==> src/rtl/rice_bus_csr_initiator_if.sv <==
// rice_bus_if: CSR request/response bus between one initiator and one slave.
// Latency: not applicable (signal bundle only).
// Backpressure: request_valid/request_ready and response_valid/response_ready handshakes.
// Signals: request_valid/ready, address (word), write_data, strobe (bit enables, 0 = read),
//          response_valid/ready, read_data, error.
interface rice_bus_if #(
    parameter int ADDRESS_WIDTH = 12,
    parameter int BUS_WIDTH     = 32
) ();
    logic                     request_valid;
    logic                     request_ready;
    logic [ADDRESS_WIDTH-1:0] address;
    logic [BUS_WIDTH-1:0]     write_data;
    logic [BUS_WIDTH-1:0]     strobe;
    logic                     response_valid;
    logic                     response_ready;
    logic [BUS_WIDTH-1:0]     read_data;
    logic                     error;

    modport master (
        output request_valid, address, write_data, strobe, response_ready,
        input  request_ready, response_valid, read_data, error
    );

    modport slave (
        input  request_valid, address, write_data, strobe, response_ready,
        output request_ready, response_valid, read_data, error
    );
endinterface

==> src/rtl/rice_bus_csr_initiator.sv <==
// rice_bus_csr_initiator: client command/response to rice_bus_if CSR master, one transaction in flight.
// Latency: request_valid the cycle after command acceptance; client response the cycle after the bus response.
// Backpressure: o_cmd_ready low while busy; request held until request_ready; response held until i_rsp_ready.
// Ports: i_clk/i_rst (async, active high); client command i_cmd_* with o_cmd_ready;
//        client response o_rsp_* with i_rsp_ready; csr_if is the rice_bus_if master side.
module rice_bus_csr_initiator #(
    parameter int ADDRESS_WIDTH  = 14,
    parameter int BUS_WIDTH      = 32,
    parameter int TIMEOUT_CYCLES = 256
) (
    input  logic                     i_clk,
    input  logic                     i_rst,
    input  logic                     i_cmd_valid,
    output logic                     o_cmd_ready,
    input  logic                     i_cmd_write,
    input  logic [ADDRESS_WIDTH-1:0] i_cmd_address,
    input  logic [BUS_WIDTH-1:0]     i_cmd_write_data,
    input  logic [BUS_WIDTH-1:0]     i_cmd_strobe,
    output logic                     o_rsp_valid,
    input  logic                     i_rsp_ready,
    output logic [BUS_WIDTH-1:0]     o_rsp_read_data,
    output logic                     o_rsp_error,
    output logic                     o_rsp_timeout,
    rice_bus_if.master               csr_if
);

    localparam int BYTE_WIDTH  = BUS_WIDTH / 8;
    localparam int ADDRESS_LSB = $clog2(BYTE_WIDTH);
    localparam int WORD_WIDTH  = ADDRESS_WIDTH - ADDRESS_LSB;
    localparam int COUNT_WIDTH = (TIMEOUT_CYCLES > 0) ? $clog2(TIMEOUT_CYCLES + 1) : 1;

    localparam logic [ADDRESS_WIDTH-1:0] OFFSET_MASK = ADDRESS_WIDTH'((1 << ADDRESS_LSB) - 1);
    localparam logic [COUNT_WIDTH-1:0]   COUNT_LAST  =
        (TIMEOUT_CYCLES > 0) ? COUNT_WIDTH'(TIMEOUT_CYCLES - 1) : '0;
    localparam logic [COUNT_WIDTH-1:0]   COUNT_MAX   = '1;

    typedef struct packed {
        logic                  write;
        logic [WORD_WIDTH-1:0] address;
        logic [BUS_WIDTH-1:0]  write_data;
        logic [BUS_WIDTH-1:0]  strobe;
    } cmd_t;

    // DRAIN_RESP: client response pending and late slave response still owed.
    // DRAIN: client response accepted, late slave response still owed.
    typedef enum logic [2:0] {
        ST_IDLE,
        ST_REQ,
        ST_WAIT,
        ST_RESP,
        ST_DRAIN,
        ST_DRAIN_RESP
    } state_t;

    state_t                 state;
    cmd_t                   cmd;
    logic [COUNT_WIDTH-1:0] count;
    logic                   request_valid;
    logic                   response_ready;
    logic                   misaligned;
    logic                   zero_strobe_write;
    logic                   timeout_hit;

    assign misaligned        = |(i_cmd_address & OFFSET_MASK);
    // The slave decodes strobe == 0 as a read, so such a write is completed locally.
    assign zero_strobe_write = i_cmd_write && (i_cmd_strobe == '0);
    assign timeout_hit       = (TIMEOUT_CYCLES != 0) && (count == COUNT_LAST);

    assign csr_if.request_valid  = request_valid;
    assign csr_if.address        = cmd.address;
    assign csr_if.write_data     = cmd.write_data;
    assign csr_if.strobe         = cmd.strobe;
    assign csr_if.response_ready = response_ready;

    always_ff @(posedge i_clk or posedge i_rst) begin
        if (i_rst) begin
            state           <= ST_IDLE;
            cmd             <= '0;
            count           <= '0;
            o_cmd_ready     <= 1'b1;
            o_rsp_valid     <= 1'b0;
            o_rsp_read_data <= '0;
            o_rsp_error     <= 1'b0;
            o_rsp_timeout   <= 1'b0;
            request_valid   <= 1'b0;
            response_ready  <= 1'b0;
        end else begin
            case (state)
                ST_IDLE: begin
                    if (i_cmd_valid) begin
                        cmd.write      <= i_cmd_write;
                        cmd.address    <= i_cmd_address[ADDRESS_WIDTH-1:ADDRESS_LSB];
                        cmd.write_data <= i_cmd_write_data;
                        // Reads always go out with a zero strobe.
                        cmd.strobe     <= i_cmd_write ? i_cmd_strobe : '0;
                        o_cmd_ready    <= 1'b0;
                        if (misaligned) begin
                            o_rsp_valid     <= 1'b1;
                            o_rsp_read_data <= '0;
                            o_rsp_error     <= 1'b1;
                            o_rsp_timeout   <= 1'b0;
                            state           <= ST_RESP;
                        end else if (zero_strobe_write) begin
                            o_rsp_valid     <= 1'b1;
                            o_rsp_read_data <= '0;
                            o_rsp_error     <= 1'b0;
                            o_rsp_timeout   <= 1'b0;
                            state           <= ST_RESP;
                        end else begin
                            request_valid <= 1'b1;
                            state         <= ST_REQ;
                        end
                    end
                end

                ST_REQ: begin
                    // No timeout here: the request is held until the slave takes it.
                    if (csr_if.request_ready) begin
                        request_valid  <= 1'b0;
                        response_ready <= 1'b1;
                        count          <= '0;
                        state          <= ST_WAIT;
                    end
                end

                ST_WAIT: begin
                    // A response on the expiry cycle wins over the timeout.
                    if (csr_if.response_valid) begin
                        response_ready  <= 1'b0;
                        o_rsp_valid     <= 1'b1;
                        o_rsp_read_data <= cmd.write ? '0 : csr_if.read_data;
                        o_rsp_error     <= csr_if.error;
                        o_rsp_timeout   <= 1'b0;
                        state           <= ST_RESP;
                    end else if (timeout_hit) begin
                        // response_ready stays high to swallow the late response.
                        o_rsp_valid     <= 1'b1;
                        o_rsp_read_data <= '0;
                        o_rsp_error     <= 1'b1;
                        o_rsp_timeout   <= 1'b1;
                        state           <= ST_DRAIN_RESP;
                    end else if (count != COUNT_MAX) begin
                        count <= count + 1'b1;
                    end
                end

                ST_RESP: begin
                    if (i_rsp_ready) begin
                        o_rsp_valid     <= 1'b0;
                        o_rsp_read_data <= '0;
                        o_rsp_error     <= 1'b0;
                        o_rsp_timeout   <= 1'b0;
                        o_cmd_ready     <= 1'b1;
                        state           <= ST_IDLE;
                    end
                end

                ST_DRAIN_RESP: begin
                    // The late slave response and the client handshake retire independently;
                    // IDLE only once both are done so no stale response meets a new request.
                    if (csr_if.response_valid && i_rsp_ready) begin
                        response_ready  <= 1'b0;
                        o_rsp_valid     <= 1'b0;
                        o_rsp_read_data <= '0;
                        o_rsp_error     <= 1'b0;
                        o_rsp_timeout   <= 1'b0;
                        o_cmd_ready     <= 1'b1;
                        state           <= ST_IDLE;
                    end else if (csr_if.response_valid) begin
                        response_ready <= 1'b0;
                        state          <= ST_RESP;
                    end else if (i_rsp_ready) begin
                        o_rsp_valid     <= 1'b0;
                        o_rsp_read_data <= '0;
                        o_rsp_error     <= 1'b0;
                        o_rsp_timeout   <= 1'b0;
                        state           <= ST_DRAIN;
                    end
                end

                ST_DRAIN: begin
                    if (csr_if.response_valid) begin
                        response_ready <= 1'b0;
                        o_cmd_ready    <= 1'b1;
                        state          <= ST_IDLE;
                    end
                end

                default: begin
                    request_valid  <= 1'b0;
                    response_ready <= 1'b0;
                    o_rsp_valid    <= 1'b0;
                    o_cmd_ready    <= 1'b1;
                    state          <= ST_IDLE;
                end
            endcase
        end
    end

endmodule

==> src/flat_wrapper.sv <==
// flat-port wrapper written by rule: the top's interface ports become plain ports
module rice_bus_csr_initiator_flat 
#(
    parameter int ADDRESS_WIDTH  = 14,
    parameter int BUS_WIDTH      = 32,
    parameter int TIMEOUT_CYCLES = 256
)
  (i_clk, i_rst, i_cmd_valid, o_cmd_ready, i_cmd_write, i_cmd_address, i_cmd_write_data, i_cmd_strobe, o_rsp_valid, i_rsp_ready, o_rsp_read_data, o_rsp_error, o_rsp_timeout, csr_if_request_valid, csr_if_address, csr_if_write_data, csr_if_strobe, csr_if_response_ready, csr_if_request_ready, csr_if_response_valid, csr_if_read_data, csr_if_error);
  rice_bus_if #(.ADDRESS_WIDTH(ADDRESS_WIDTH), .BUS_WIDTH(BUS_WIDTH)) csr_if_i ();
  input  logic i_clk;
  input  logic i_rst;
  input  logic i_cmd_valid;
  output logic o_cmd_ready;
  input  logic i_cmd_write;
  input  logic [ADDRESS_WIDTH-1:0] i_cmd_address;
  input  logic [BUS_WIDTH-1:0] i_cmd_write_data;
  input  logic [BUS_WIDTH-1:0] i_cmd_strobe;
  output logic o_rsp_valid;
  input  logic i_rsp_ready;
  output logic [BUS_WIDTH-1:0] o_rsp_read_data;
  output logic o_rsp_error;
  output logic o_rsp_timeout;
  output wire logic [$bits(csr_if_i.request_valid)-1:0] csr_if_request_valid;
  output wire logic [$bits(csr_if_i.address)-1:0] csr_if_address;
  output wire logic [$bits(csr_if_i.write_data)-1:0] csr_if_write_data;
  output wire logic [$bits(csr_if_i.strobe)-1:0] csr_if_strobe;
  output wire logic [$bits(csr_if_i.response_ready)-1:0] csr_if_response_ready;
  input wire logic [$bits(csr_if_i.request_ready)-1:0] csr_if_request_ready;
  input wire logic [$bits(csr_if_i.response_valid)-1:0] csr_if_response_valid;
  input wire logic [$bits(csr_if_i.read_data)-1:0] csr_if_read_data;
  input wire logic [$bits(csr_if_i.error)-1:0] csr_if_error;
  assign csr_if_request_valid = csr_if_i.request_valid;
  assign csr_if_address = csr_if_i.address;
  assign csr_if_write_data = csr_if_i.write_data;
  assign csr_if_strobe = csr_if_i.strobe;
  assign csr_if_response_ready = csr_if_i.response_ready;
  assign csr_if_i.request_ready = csr_if_request_ready;
  assign csr_if_i.response_valid = csr_if_response_valid;
  assign csr_if_i.read_data = csr_if_read_data;
  assign csr_if_i.error = csr_if_error;
  rice_bus_csr_initiator #(.ADDRESS_WIDTH(ADDRESS_WIDTH), .BUS_WIDTH(BUS_WIDTH), .TIMEOUT_CYCLES(TIMEOUT_CYCLES)) u_core (.i_clk(i_clk), .i_rst(i_rst), .i_cmd_valid(i_cmd_valid), .o_cmd_ready(o_cmd_ready), .i_cmd_write(i_cmd_write), .i_cmd_address(i_cmd_address), .i_cmd_write_data(i_cmd_write_data), .i_cmd_strobe(i_cmd_strobe), .o_rsp_valid(o_rsp_valid), .i_rsp_ready(i_rsp_ready), .o_rsp_read_data(o_rsp_read_data), .o_rsp_error(o_rsp_error), .o_rsp_timeout(o_rsp_timeout), .csr_if(csr_if_i));
endmodule
==> config.mk <==
export PLATFORM = sky130hd
export DESIGN_NAME = rice_bus_csr_initiator_flat
export DESIGN_NICKNAME = d
export VERILOG_FILES = /design/src/rtl/rice_bus_csr_initiator_if.sv /design/src/rtl/rice_bus_csr_initiator.sv /design/src/flat_wrapper.sv
export SDC_FILE = /design/constraint.sdc
export NUM_CORES = 1
export LEC_CHECK = 0
export ABC_AREA = 1
export CORE_ASPECT_RATIO = 0.6
export CORE_MARGIN = 3
export CORE_UTILIZATION = 49
export DETAILED_ROUTE_END_ITERATION = 10
export HOLD_SLACK_MARGIN = 0.08
export PLACE_DENSITY = 0.86
export SLEW_MARGIN = 20
export SYNTH_ARGS = -nofsm -noshare
export SYNTH_HDL_FRONTEND = slang
export SYNTH_SLANG_ARGS = --single-unit
export TNS_END_PERCENT = 20
==> constraint.sdc <==
create_clock -name i_clk -period 7.7 [get_ports i_clk]
set_input_delay 1.54 -clock i_clk [delete_from_list [all_inputs] [get_ports i_clk]]
set_output_delay 1.54 -clock i_clk [all_outputs]
set_load 0.005 [all_outputs]
* After elaboration in Yosys (flattened, before gate mapping)
Cells that the tools add are included.
Storage, ports and cells: register bits 127, bits of input ports 118, output and inout bits 116, word-level logic and storage cells 125
Operators by class: add/sub/neg operators 1, equality and inequality tests 21, mux-type cells 66, bitwise operators 4, reduce and logical (&&, ||, !) cells 20
Operators with widths (count):
- 2-to-1 mux 32 bit | 10
- case mux 32 bit (4 select lines) | 1
- 2-to-1 mux 9 bit | 4
- zero test 32 bit | 1
- 2-to-1 mux 1 bit | 32
- 2-to-1 mux 3 bit | 10
- AND reduction 5 bit | 5
- case mux 3 bit (6 select lines) | 1
- case mux 9 bit (2 select lines) | 1
- inequality test 2 bit (second input constant) | 8
- case mux 1 bit (4 select lines) | 3
- case mux 1 bit (5 select lines) | 2
- OR reduction 2 bit | 5
- adder 9 x 1 -> 9 bit (second input constant) | 1
- == test 9 x 8 -> 1 bit (second input constant) | 1
- inequality test 9 bit (second input constant) | 1
- == test 3 x 2 -> 1 bit (second input constant) | 2
- == test 3 bit (second input constant) | 2
- inequality test 3 x 2 -> 1 bit (second input constant) | 2
- AND reduction 6 bit | 1
- inequality test 2 x 1 -> 1 bit (second input constant) | 2
- inequality test 4 x 3 -> 1 bit (second input constant) | 1
- inverter 1 bit | 4
- AND reduction 2 bit | 2
- 9 further kinds | 10

* Longest topological paths before layout
word-level depth 6, depth in mapped cells 12, mapped depth without buffers 12

* Worst setup path after synthesis
OpenSTA, ideal clock, no wires.
kind input-to-reg, from input i_cmd_write, to register u_core.o_rsp_read_data[0], library setup time 0.065 ns, arrival 2.587 ns, required time 7.635 ns, setup slack 5.048 ns, stages on the path 11, path buffers 3, path through buf_2 -> nand2_1 -> nor2_1 -> nand2_1 -> nor2_1 -> nand2_1 -> nand3_1 -> buf_2 -> buf_2 -> nand3_1 -> nand2_1
Between the ends: word-level cells in the longest chain between the ends 3
RTL lines:
- from (decl) | RTL line flat_wrapper.sv:14 | input logic i_cmd_write;
- logical AND 1 bit | RTL line rice_bus_csr_initiator.sv:66 | assign zero_strobe_write = i_cmd_write && (i_cmd_strobe == '0);
- inequality test 3 x 1 -> 1 bit (no source line)
- AND reduction 5 bit (no source line)
- to (signal assigned) | RTL line rice_bus_csr_initiator.sv:131 | o_rsp_read_data <= cmd.write ? '0 : csr_if.read_data;
- to (decl) | RTL line rice_bus_csr_initiator.sv:21 | output logic [BUS_WIDTH-1:0] o_rsp_read_data,
Every way passes these cells. A chain may end at the register's enable or synchronous reset.

* Worst setup path in the final report
from input i_cmd_write, to register u_core.o_rsp_read_data[17]
Same word-level chain as after synthesis.

==> impl_metrics.csv <==
group,metric,value,unit
outcome,outcome,"complete, no violations",
detailed_routing,drc,0,
sta,max_freq,296.7,MHz
power,p_seq_frac,0.330,
power,p_leak,4.394,nW
worst_setup_path,path_buf_inv,3,
clock_network,post_cts_buffers,0,
layout,multiInputGateArea,2546,sq um
floorplan,dieArea,15050,sq um
logic_synthesis,synth_seq_cells,127,
clock_network,clock_latency,410,ps
layout,fillers,988,
worst_setup_path,path_cells,"clkdlybuf4s50_1 > buf_4 > nand2_1 > nor2_1 > nand2_1 > nor2_1 > nand2_1 > nand3_1 > buf_4 > nand2_4 > nand2_1 > nand2_1",
power,vdd_ir_drop_max,0.1484,mV
worst_setup_path,path_max_fanout,38,
clock_network,holdBufCountCts,0,
layout,final_util,0.6903,
floorplan,initial_core_util,0.5093,
sta,rsz0062_at_grt,"no",
sta,min_period,3371,ps
sta,drv_slew,0,
worst_setup_path,worstSetupStartpointType,"input pin",
placement,hpwl,12720,um
sta,setup_tns,0,ps
floorplan,core_area,13050,sq um
detailed_routing,first_iter_violations,506,
global_routing,grt_pass1_wl,27920,um
global_routing,antenna_found_initial,0,
detailed_routing,wl_per_cell,15.04,um
worst_setup_path,required,7990,ps
global_routing,grtUsageTotal,0.2350,
global_routing,grt-ovfl-total,0,
worst_setup_path,cpPeakStageDelay,450,ps
power,pwr-share-comb,0.424,
floorplan,row_count,32,
logic_synthesis,synth_cell_types,32,
clock_network,htreeDepth,4,
global_routing,grt_max_degree,83,
sta,hold_viol,0,
detailed_routing,num_vias,5947,
power,power_density,359.3,nW/um^2
clock_network,cts-root-buf,"clkbuf_16",
placement,gp_congestion,0.9521,
power,netSwitchingPower,1.185,mW
clock_network,cts_tree,"done",
layout,area_growth,35.54,%
layout,antenna_cells,0,
floorplan,die_h,96.22,um
detailed_routing,ant_nets,0,
placement,numPortBuffers,231,
logic_synthesis,ys_seq_area_frac,0.4783,
detailed_routing,via_per_inst,5.010,
worst_setup_path,cp.arrival,3670,ps
logic_synthesis,avgSynthCellArea,7.685,sq um
sta,fin_skew,8.329,ps
detailed_routing,drtPass1Iterations,5,
logic_synthesis,syn-cell-area,6648,sq um
worst_setup_path,slowest_stage,"clkdlybuf4s50_1",
clock_network,post_cts_resized,0,
clock_network,clk_pin_slew,60,ps
sta,setup_violations,0,
detailed_routing,wl,17860,um
power,p_clk_frac,0.246,
power,p_int,2.052,mW
worst_setup_path,critical-path-top-delay-family,"buffers and inverters",
layout,drive_gt1_frac,0.05703,
sta,slew_headroom,0.3032,
min_path,hp-class,"flip-flop to flip-flop",
floorplan,fp.dieW,156.4,um
logic_synthesis,postSynthCellCount,865,
run,maxCapViolations,0,
clock_network,clockBufferDepth,2,
layout,nets,1125,
sta,tightest_slew,1044,ps
worst_setup_path,cp_common_cell,"nand2_1",
worst_setup_path,crit_type,"input pin to flip-flop",
logic_synthesis,yosys_warnings,0,
global_routing,grt_pass1_vias,5453,
clock_network,clock_sinks,127,
worst_setup_path,critPathCaptureType,"flip-flop",
sta,min_period_over_period,0.4378,
layout,regArea,3179,sq um
clock_network,cts_buffers,17,
floorplan,num_io_pins,234,
power,switching_share,0.3662,
## synthesized netlist by cell type
| library cell | count | area (sq um) |
|---|---|---|
| dfstp_2 | 1 | 26.28 |
| buf_2 | 13 | 65.06 |
| nor2_4 | 2 | 22.52 |
| nand2_2 | 5 | 31.28 |
| conb_1 | 1 | 3.750 |
| nand2_1 | 375 | 1408 |
| nor3_1 | 4 | 20.02 |
| nand3_1 | 84 | 420.4 |
| nand3b_2 | 1 | 11.26 |
| o21ai_1 | 4 | 20.02 |
| dfrtp_1 | 126 | 3153 |
| nor3b_1 | 2 | 15.01 |
| nor2_1 | 37 | 138.9 |
| nand4_1 | 6 | 37.54 |
| o21ai_0 | 51 | 255.2 |
| or2_2 | 2 | 12.51 |
| buf_1 | 1 | 3.750 |
| inv_1 | 28 | 105.1 |
| nand2_4 | 2 | 22.52 |
| clkbuf_1 | 16 | 60.06 |
| xor2_1 | 1 | 8.760 |
| a211oi_1 | 1 | 7.510 |
| inv_4 | 1 | 6.260 |
| inv_2 | 2 | 7.510 |
| o21ai_2 | 1 | 8.760 |
| buf_4 | 82 | 615.6 |
| nand3b_1 | 1 | 7.510 |
| nor2_8 | 1 | 20.02 |
| a21oi_1 | 2 | 10.01 |
| nor2_2 | 3 | 18.77 |
| ha_1 | 3 | 37.54 |
| buf_6 | 6 | 67.56 |
## worst paths after layout
path | depth (start not counted) | slack (ps) | start | endpoint
worst max register to register | 10 | 5120 | u_core.count[0] | u_core.o_rsp_read_data[17]
worst min-delay path | 2 | 460 | u_core.o_cmd_ready | u_core.o_cmd_ready
max in group asynchronous | 3 | 4740 | i_rst | u_core.o_rsp_read_data[1]
min in group asynchronous | 2 | 1580 | i_rst | u_core.csr_if.write_data[29]
worst min register to register | 2 | 460 | u_core.o_cmd_ready | u_core.o_cmd_ready
worst max-delay path | 12 | 4330 | i_cmd_write | u_core.o_rsp_read_data[17]
## worst reg2reg max path, delay by kind of cell (launching register included)
family                     cells  cell delay (ps)
and+or+nand+nor                8             1640
adders and majority gates      2              470
DFF                            1              370
## logic make-up after synthesis
kind of cell,share of synthesized area
AO/OA/AOI/OAI,0.04536
XOR/XNOR,0.001318
adder cells (fa/ha/maj),0.005647
buffers and inverters,0.1400
flip-flops,0.4783
other,0.0005641
AND/OR/NAND/NOR,0.3288
## layout make-up
| class | count | area share |
|---|---|---|
| clock inverters | 11 | 0.01472 |
| well taps | 170 | 0.02361 |
| inverters | 31 | 0.01347 |
| clock buffers | 21 | 0.05110 |
| multi-input cells | 590 | 0.2826 |
| flip-flops and latches | 127 | 0.3529 |
| repair buffers | 237 | 0.2616 |
## through the flow
stage / worst slack (ps) / cell area, sq um / hold slack (ps) / std cells / total power, mW
after global placement: 3992 / 8417 / 456.7 / 1155 / 2.405
after detailed placement: 3942 / 8417 / 456.6 / 1155 / 2.444
after floorplan: 2777 / 6651 / 450.0 / 866 / 2.004
final: 4329 / 9010 / 462.3 / 1187 / 3.237
after global routing: 4119 / 9010 / 475.9 / 1187 / 3.461
after CTS: 4362 / 9010 / 465.2 / 1187 / 3.254
## per-layer routing
layer	global-route usage	routed length, um	part of all wire
met3	0.06244	1334	0.075
met4	0.06846	270	0.015
met5	0	0	0
met2	0.3596	8134	0.46
met1	0.3305	8118	0.45
## placed cells by master, fill, tap and decap left out
cell	netlist	routed
nand2_4	2	3
clkinvlp_4	0	2
nand2_2	5	4
nor3_1	4	4
nor2_2	3	3
nor2_8	1	1
inv_4	1	2
buf_4	82	6
nand3_1	84	84
a211oi_1	1	1
clkbuf_1	16	2
ha_1	3	3
nand4_1	6	6
nand3b_1	1	1
inv_2	2	2
nor3b_1	2	2
bufinv_16	0	2
o21ai_0	51	51
nor2_4	2	2
xor2_1	1	1
clkinv_4	0	4
conb_1	1	2
inv_1	28	27
o21ai_1	4	4
nor2_1	37	37
clkdlybuf4s50_1	0	231
o21ai_2	1	1
dfstp_2	1	1
clkbuf_16	0	17
a21oi_1	2	2
or2_2	2	2
nand2_1	375	375
nand3b_2	1	1
inv_6	0	2
clkinv_2	0	1
clkbuf_8	0	2
dfrtp_1	126	126
## flip-flops by register name, indices dropped and copies added, names as in the netlist
name / flops
u_core.o_cmd_ready: 1
u_core.csr_if.request_valid: 1
u_core.o_rsp_valid: 1
u_core.o_rsp_read_data: 32
u_core.count: 9
u_core.csr_if.response_ready: 1
u_core.csr_if.strobe: 32
u_core.cmd: 1
u_core.o_rsp_timeout: 1
u_core.csr_if.address: 12
u_core.state: 3
u_core.o_rsp_error: 1
u_core.csr_if.write_data: 32
## power by group through the flow
stage          sequential (mW)  clock [mW]  combinational (mW)
2_1_floorplan             1.05           0               0.958
3_3_place_gp              1.07           0                1.34
3_5_place_dp              1.07           0                1.37
4_1_cts                   1.07       0.809                1.38
5_1_grt                   1.10       0.841                1.52
6_report                  1.07       0.796                1.37
Power figures use the tool's default switching activity.
